### src/rtl/m_wishbone_pkg.sv
// Shared definitions for the Wishbone classic-cycle master.
//   wb_state_t      : master FSM states (IDLE -> ACTIVE -> RESP -> IDLE)
//   ADR_INC         : byte-address step between beats of a block (one 32-bit word)
//   IDLEDAT_DEFAULT : value parked on DAT_O whenever no write strobe is active
package m_wishbone_pkg;

  typedef enum logic [1:0] {
    ST_IDLE   = 2'd0,
    ST_ACTIVE = 2'd1,
    ST_RESP   = 2'd2
  } wb_state_t;

  localparam logic [31:0] ADR_INC         = 32'd4;
  localparam logic [31:0] IDLEDAT_DEFAULT = 32'hd0d0_d0d0;

endpackage

### src/rtl/m_wb_timeout.sv
// Per-beat wait counter for the Wishbone master.
// Ports:
//   clk, rst : clock, asynchronous active-high reset
//   clear    : restart the count (new command accepted or beat acknowledged)
//   enable   : count one more wait cycle (strobe high, no acknowledge)
//   expire   : count has reached TIMEOUT-1; a beat still unacknowledged in
//              this cycle has now waited TIMEOUT cycles
// With TIMEOUT == 0 the counter is not built and expire is tied low.
module m_wb_timeout #(
  parameter int TIMEOUT = 16
) (
  input  logic clk,
  input  logic rst,
  input  logic clear,
  input  logic enable,
  output logic expire
);

  if (TIMEOUT == 0) begin : g_off
    assign expire = 1'b0;
  end else begin : g_on
    localparam int W = $clog2(TIMEOUT + 1);
    localparam logic [W-1:0] LIMIT = W'(TIMEOUT - 1);

    logic [W-1:0] count;

    always_ff @(posedge clk or posedge rst) begin
      if (rst) begin
        count <= '0;
      end else if (clear) begin
        count <= '0;
      end else if (enable) begin
        count <= count + 1'b1;
      end
    end

    assign expire = (count == LIMIT);
  end

endmodule

### src/rtl/m_wishbonemaster.sv
// Wishbone B.4 classic-cycle 32-bit master with byte selects.
// One command (single or block, read or write) is taken on a valid/ready port
// and executed as a single CYC_O cycle; read data is returned beat by beat and
// a final response reports completion or timeout.
//
// Handshake: a command transfers on a rising edge where cmd_valid & cmd_ready
// are both high; cmd_ready is high only in IDLE. rd_valid and rsp_valid are
// single-cycle pulses with no back-pressure.
//
// Ports:
//   CLK_I, RST_I           : clock, asynchronous active-high reset
//   cmd_valid/cmd_ready    : command handshake
//   cmd_we                 : 1 = write, 0 = read
//   cmd_adr                : byte address of first beat
//   cmd_sel                : byte selects for every beat
//   cmd_dat                : write data, repeated on every beat
//   cmd_len                : number of beats minus one
//   rd_valid, rd_data      : per-beat read return
//   rsp_valid, rsp_err     : command finished; err = beat timed out
//   CYC_O STB_O WE_O SEL_O ADR_O DAT_O : Wishbone master outputs
//   ACK_I DAT_I            : Wishbone master inputs
//   fsm_state              : current FSM state, for observation
import m_wishbone_pkg::*;

module m_wishbonemaster #(
  parameter int          LENW    = 4,
  parameter int          TIMEOUT = 16,
  parameter logic [31:0] IDLEDAT = IDLEDAT_DEFAULT
) (
  input  logic            CLK_I,
  input  logic            RST_I,
  input  logic            cmd_valid,
  output logic            cmd_ready,
  input  logic            cmd_we,
  input  logic [31:0]     cmd_adr,
  input  logic [3:0]      cmd_sel,
  input  logic [31:0]     cmd_dat,
  input  logic [LENW-1:0] cmd_len,
  output logic            rd_valid,
  output logic [31:0]     rd_data,
  output logic            rsp_valid,
  output logic            rsp_err,
  output logic            CYC_O,
  output logic            STB_O,
  output logic            WE_O,
  output logic [3:0]      SEL_O,
  output logic [31:0]     ADR_O,
  output logic [31:0]     DAT_O,
  input  logic            ACK_I,
  input  logic [31:0]     DAT_I,
  output wb_state_t       fsm_state
);

  wb_state_t       state;
  wb_state_t       state_next;
  logic [31:0]     wdat;
  logic [LENW-1:0] count;
  logic            accept;
  logic            ack_take;
  logic            last_beat;
  logic            expire;
  logic            timed_out;

  assign cmd_ready = (state == ST_IDLE);
  assign accept    = cmd_valid & cmd_ready;
  // ACK_I only means something while our strobe is up; a slave holding ACK
  // high outside a strobe is ignored.
  assign ack_take  = STB_O & ACK_I;
  assign last_beat = (count == '0);
  assign timed_out = STB_O & ~ACK_I & expire;
  assign DAT_O     = (STB_O & WE_O) ? wdat : IDLEDAT;
  assign fsm_state = state;

  m_wb_timeout #(
    .TIMEOUT (TIMEOUT)
  ) u_timeout (
    .clk    (CLK_I),
    .rst    (RST_I),
    .clear  (accept | ack_take),
    .enable (STB_O & ~ACK_I),
    .expire (expire)
  );

  always_ff @(posedge CLK_I or posedge RST_I) begin
    if (RST_I) begin
      state <= ST_IDLE;
    end else begin
      state <= state_next;
    end
  end

  always_comb begin
    state_next = state;
    case (state)
      ST_IDLE:   if (accept) state_next = ST_ACTIVE;
      ST_ACTIVE: if ((ack_take && last_beat) || timed_out) state_next = ST_RESP;
      ST_RESP:   state_next = ST_IDLE;
      default:   state_next = ST_IDLE;
    endcase
  end

  // Registered Wishbone and response outputs. The response pulse is raised on
  // the same edge that ends the cycle, so it lines up with the final rd_valid.
  always_ff @(posedge CLK_I or posedge RST_I) begin
    if (RST_I) begin
      CYC_O     <= 1'b0;
      STB_O     <= 1'b0;
      WE_O      <= 1'b0;
      SEL_O     <= '0;
      ADR_O     <= '0;
      wdat      <= '0;
      count     <= '0;
      rd_valid  <= 1'b0;
      rd_data   <= '0;
      rsp_valid <= 1'b0;
      rsp_err   <= 1'b0;
    end else begin
      rd_valid  <= 1'b0;
      rsp_valid <= 1'b0;
      rsp_err   <= 1'b0;
      if (state == ST_IDLE) begin
        if (accept) begin
          CYC_O <= 1'b1;
          STB_O <= 1'b1;
          WE_O  <= cmd_we;
          SEL_O <= cmd_sel;
          ADR_O <= cmd_adr;
          wdat  <= cmd_dat;
          count <= cmd_len;
        end
      end else if (state == ST_ACTIVE) begin
        if (ack_take) begin
          if (!WE_O) begin
            rd_valid <= 1'b1;
            rd_data  <= DAT_I;
          end
          if (last_beat) begin
            CYC_O     <= 1'b0;
            STB_O     <= 1'b0;
            WE_O      <= 1'b0;
            rsp_valid <= 1'b1;
          end else begin
            ADR_O <= ADR_O + ADR_INC;
            count <= count - 1'b1;
          end
        end else if (timed_out) begin
          CYC_O     <= 1'b0;
          STB_O     <= 1'b0;
          WE_O      <= 1'b0;
          rsp_valid <= 1'b1;
          rsp_err   <= 1'b1;
        end
      end
    end
  end

endmodule
### config.mk
export PLATFORM = sky130hd
export DESIGN_NAME = m_wishbonemaster
export DESIGN_NICKNAME = d
export VERILOG_FILES = /design/src/rtl/m_wishbone_pkg.sv /design/src/rtl/m_wb_timeout.sv /design/src/rtl/m_wishbonemaster.sv
export SDC_FILE = /design/constraint.sdc
export NUM_CORES = 1
export LEC_CHECK = 0
export CAP_MARGIN = 0
export CELL_PAD_IN_SITES_DETAIL_PLACEMENT = 1
export CELL_PAD_IN_SITES_GLOBAL_PLACEMENT = 2
export CORE_MARGIN = 1
export CORE_UTILIZATION = 25
export DETAILED_ROUTE_END_ITERATION = 16
export GPL_ROUTABILITY_DRIVEN = 1
export GPL_TIMING_DRIVEN = 1
export PLACE_DENSITY_LB_ADDON = 0.1
export RECOVER_POWER = 50
export SLEW_MARGIN = 15
export SYNTH_ARGS = -nofsm -noshare
export SYNTH_HDL_FRONTEND = slang
export SYNTH_SLANG_ARGS = --single-unit
### constraint.sdc
create_clock -name CLK_I -period 5.6 [get_ports CLK_I]
set_input_delay 1.68 -clock CLK_I [delete_from_list [all_inputs] [get_ports CLK_I]]
set_output_delay 1.68 -clock CLK_I [all_outputs]
set_load 0.01 [all_outputs]
==> results.json <==
{
  "route.vias.total": 5254,
  "slowest_stage": "inv_1",
  "crit_path_max_incr_delay_ps": 1960,
  "tightest_slew_ps": 2824,
  "violations": "capacitance limit, slew limit",
  "ctsLongestPathBuffers": 2,
  "cts_buffers": 17,
  "gp_congestion": 0.7346,
  "synth_cells": 590,
  "synth_edf_count": 0,
  "max_freq_mhz": 228.8,
  "grt_remaining_overflow": 0,
  "dieArea_um2": 22940,
  "hp-start": "wdat[17]$_DFFE_PP0P_",
  "crit_required_ps": 5500,
  "grt_pass1_vias": 5600,
  "core-area_um2": 21890,
  "io_pins": 218,
  "die_h_um": 151.5,
  "setup_violations": 0,
  "routedWlPerCell_um": 18.24,
  "grt_pass1_wl_um": 31080,
  "cp_num_buf_inv": 2,
  "finalHoldViolCount": 0,
  "leakagePower_nw": 3.728,
  "tritoncts": "done",
  "ys_ff_latch": 116,
  "crit_family": "buffers and inverters",
  "cts.sinks": 116,
  "syn_nets": 704,
  "hold_ws_ps": 471.1,
  "synth_top_area_share_pct": 51.98,
  "yosys-top-cells-count": "nand2_1 (143), dfrtp_1 (116), a21oi_1 (41), mux2_2 (33), nor2_1 (31)",
  "cp-end-kind": "asynchronous set/reset pin",
  "portBuffers": 217,
  "p_per_area_nw_per_um2": 555.5,
  "fin_area_um2": 8627,
  "synth.avg_cell_area_um2": 9.465,
  "grt_max_degree": 70,
  "hp-class": "reg -> reg",
  "max-vdd-ir-drop_mv": 0.4157,
  "rsz0062_at_grt": "false",
  "status": "finished with violations",
  "via_per_inst": 4.803,
  "r2r_slack_ps": 1550,
  "crit_type": "in -> async",
  "grt_use_total_pct": 17.92,
  "period_share_pct": 78.05,
  "yosys_warnings": 0,
  "maxCapViolations": 3,
  "rows": 54,
  "yosysMostFrequentCell": "nand2_1",
  "fin_crit_ps": 4371,
  "worst_skew_pair.late_latency_ps": 420,
  "worstReg2RegStart": "fsm_state[0]$_DFFE_PP0P_",
  "fin_tns_setup_ps": 0,
  "worst-path-max-fanout": 69,
  "post-dp-hpwl_um": 14030,
  "fillers": 2483,
  "root_buffer": "clkbuf_16",
  "cts.clk_slew.worst_paths_ps": 60,
  "hold_buffers": 0,
  "drive_gt1_share_pct": 12.30,
  "ys_types": 56,
  "layout.nets": 914,
  "synth_top_flop_cell": "dfrtp_1",
  "die_w_um": 151.5,
  "post_cts_buffers": 0,
  "path_cells": "dlygate4sd3_1 > inv_1",
  "yosysTopAreaCell": "dfrtp_1",
  "totalWireLength_um": 19960,
  "grt_antenna_before_repair": 1,
  "place_area_um2": 8023,
  "htreeDepth": 4,
  "drt_drc_violations_left": 0,
  "ant_nets": 0,
  "dr.first_iter.drc_count": 125,
  "max_slew_margin_pct": -88.27,
  "synthTopCellsByArea": "dfrtp_1 (52%), nand2_1 (9.6%), mux2_2 (6.7%)",
  "arrival_ps": 4270,
  "syn_to_final_growth_pct": 54.49,
  "synth_area_um2": 5584,
  "ys_seq_area_share_pct": 51.98,
  "synthArstFlopShare_pct": 100.0,
  "utilization_pct": 39.41,
  "drtPass1Iterations": 4,
  "start_util_pct": 25.51,
  "cts_resized": 0,
  "finalMaxSlewViolations": 153,
  "start_kind": "primary input",
  "critPathLaunch": "RST_I",
  "finClkSkew_ps": 10.49
}
==> power breakdown <==
part / total [W] / internal, W / switching (W)
combinational: 0.00208 / 0.00110 / 0.000979
sequential: 0.00159 / 0.00122 / 0.000365
clock: 0.00113 / 0.000723 / 0.000403
total: 0.00479 / 0.00304 / 0.00175
==> area by class of cell <==
class                           instances  area [um^2]  area share (%)
Multi-Input combinational cell        428         2479           28.73
Timing Repair Buffer                  228         2247           26.05
Inverter                                9        33.78          0.3916
Antenna cell                            1        2.502         0.02901
Clock buffer                           20        456.7           5.294
Tap cell                              280        350.3           4.061
Sequential cell                       116         2903           33.65
Clock inverter                         12        155.1           1.798
==> stage by stage <==
step | instances | setup WS (ps) | total power [W]
floorplan | 590 | 847.6 | 0.002592
global placement | 1061 | 1666 | 0.003632
detailed placement | 1061 | 1592 | 0.003708
CTS | 1093 | 1307 | 0.004868
global route | 1094 | 658.8 | 0.005164
finish | 1094 | 1229 | 0.004792
==> sequential cells by signal (all words and copies together), names as in the netlist <==
register / count
ADR_O: 32
SEL_O: 4
STB_O: 1
WE_O: 1
count: 4
fsm_state: 2
rd_data: 32
rd_valid: 1
rsp_err: 1
rsp_valid: 1
u_timeout.g_on.count: 5
wdat: 32
==> logic make-up (layout without fill, tap and decap cells) <==
group	after synthesis	after routing	synth area share, %
multiplexers	37	37	7.372
flip-flops	116	116	51.98
AND/OR/NAND/NOR	281	281	24.20
adder cells (fa/ha/maj)	5	5	1.120
other	0	1	0
buffers and inverters	46	269	3.742
AO/OA/AOI/OAI	105	105	11.58
==> placed cells by master (no fill, tap or decap), drive strengths merged, types with 3 or more instances in the layout <==
master / n
clkdlybuf4s50: 210
nand2: 143
dfrtp: 116
a21oi: 41
mux2: 33
nor2: 31
and3: 28
o21ai: 23
clkbuf: 22
or2: 16
nor3: 14
nand3: 13
nand4: 13
o22ai: 9
buf: 9
inv: 8
clkinv: 8
dlygate4sd3: 7
a311oi: 6
ha: 5
mux2i: 4
o22a: 4
a2bb2oi: 4
and4: 4
nor3b: 3
a22oi: 3
a41oi: 3
or3: 3
bufinv: 3
nor4: 3
and2: 3
==> worst paths after layout <==
kind	endpoint	cells past startpoint
max	ADR_O[19]$_DFFE_PP0P_	2
min reg2reg	wdat[17]$_DFFE_PP0P_	2
min in group asynchronous	rd_data[26]$_DFFE_PP0P_	2
max in group CLK_I	ADR_O[25]$_DFFE_PP0P_	6
min	wdat[17]$_DFFE_PP0P_	2
max reg2reg	ADR_O[25]$_DFFE_PP0P_	9
==> metal layers <==
layer | vias to the layer above | GRT usage, % | share of wire [%]
li1 | 2494 | - | -
met2 | 147 | 29.43 | 48
met5 | - | 0 | 0
met4 | 0 | 5.850 | 1.1
met1 | 2597 | 23.11 | 45
met3 | 16 | 4.162 | 5.3
No activity file was read; power rests on OpenSTA's default activity.
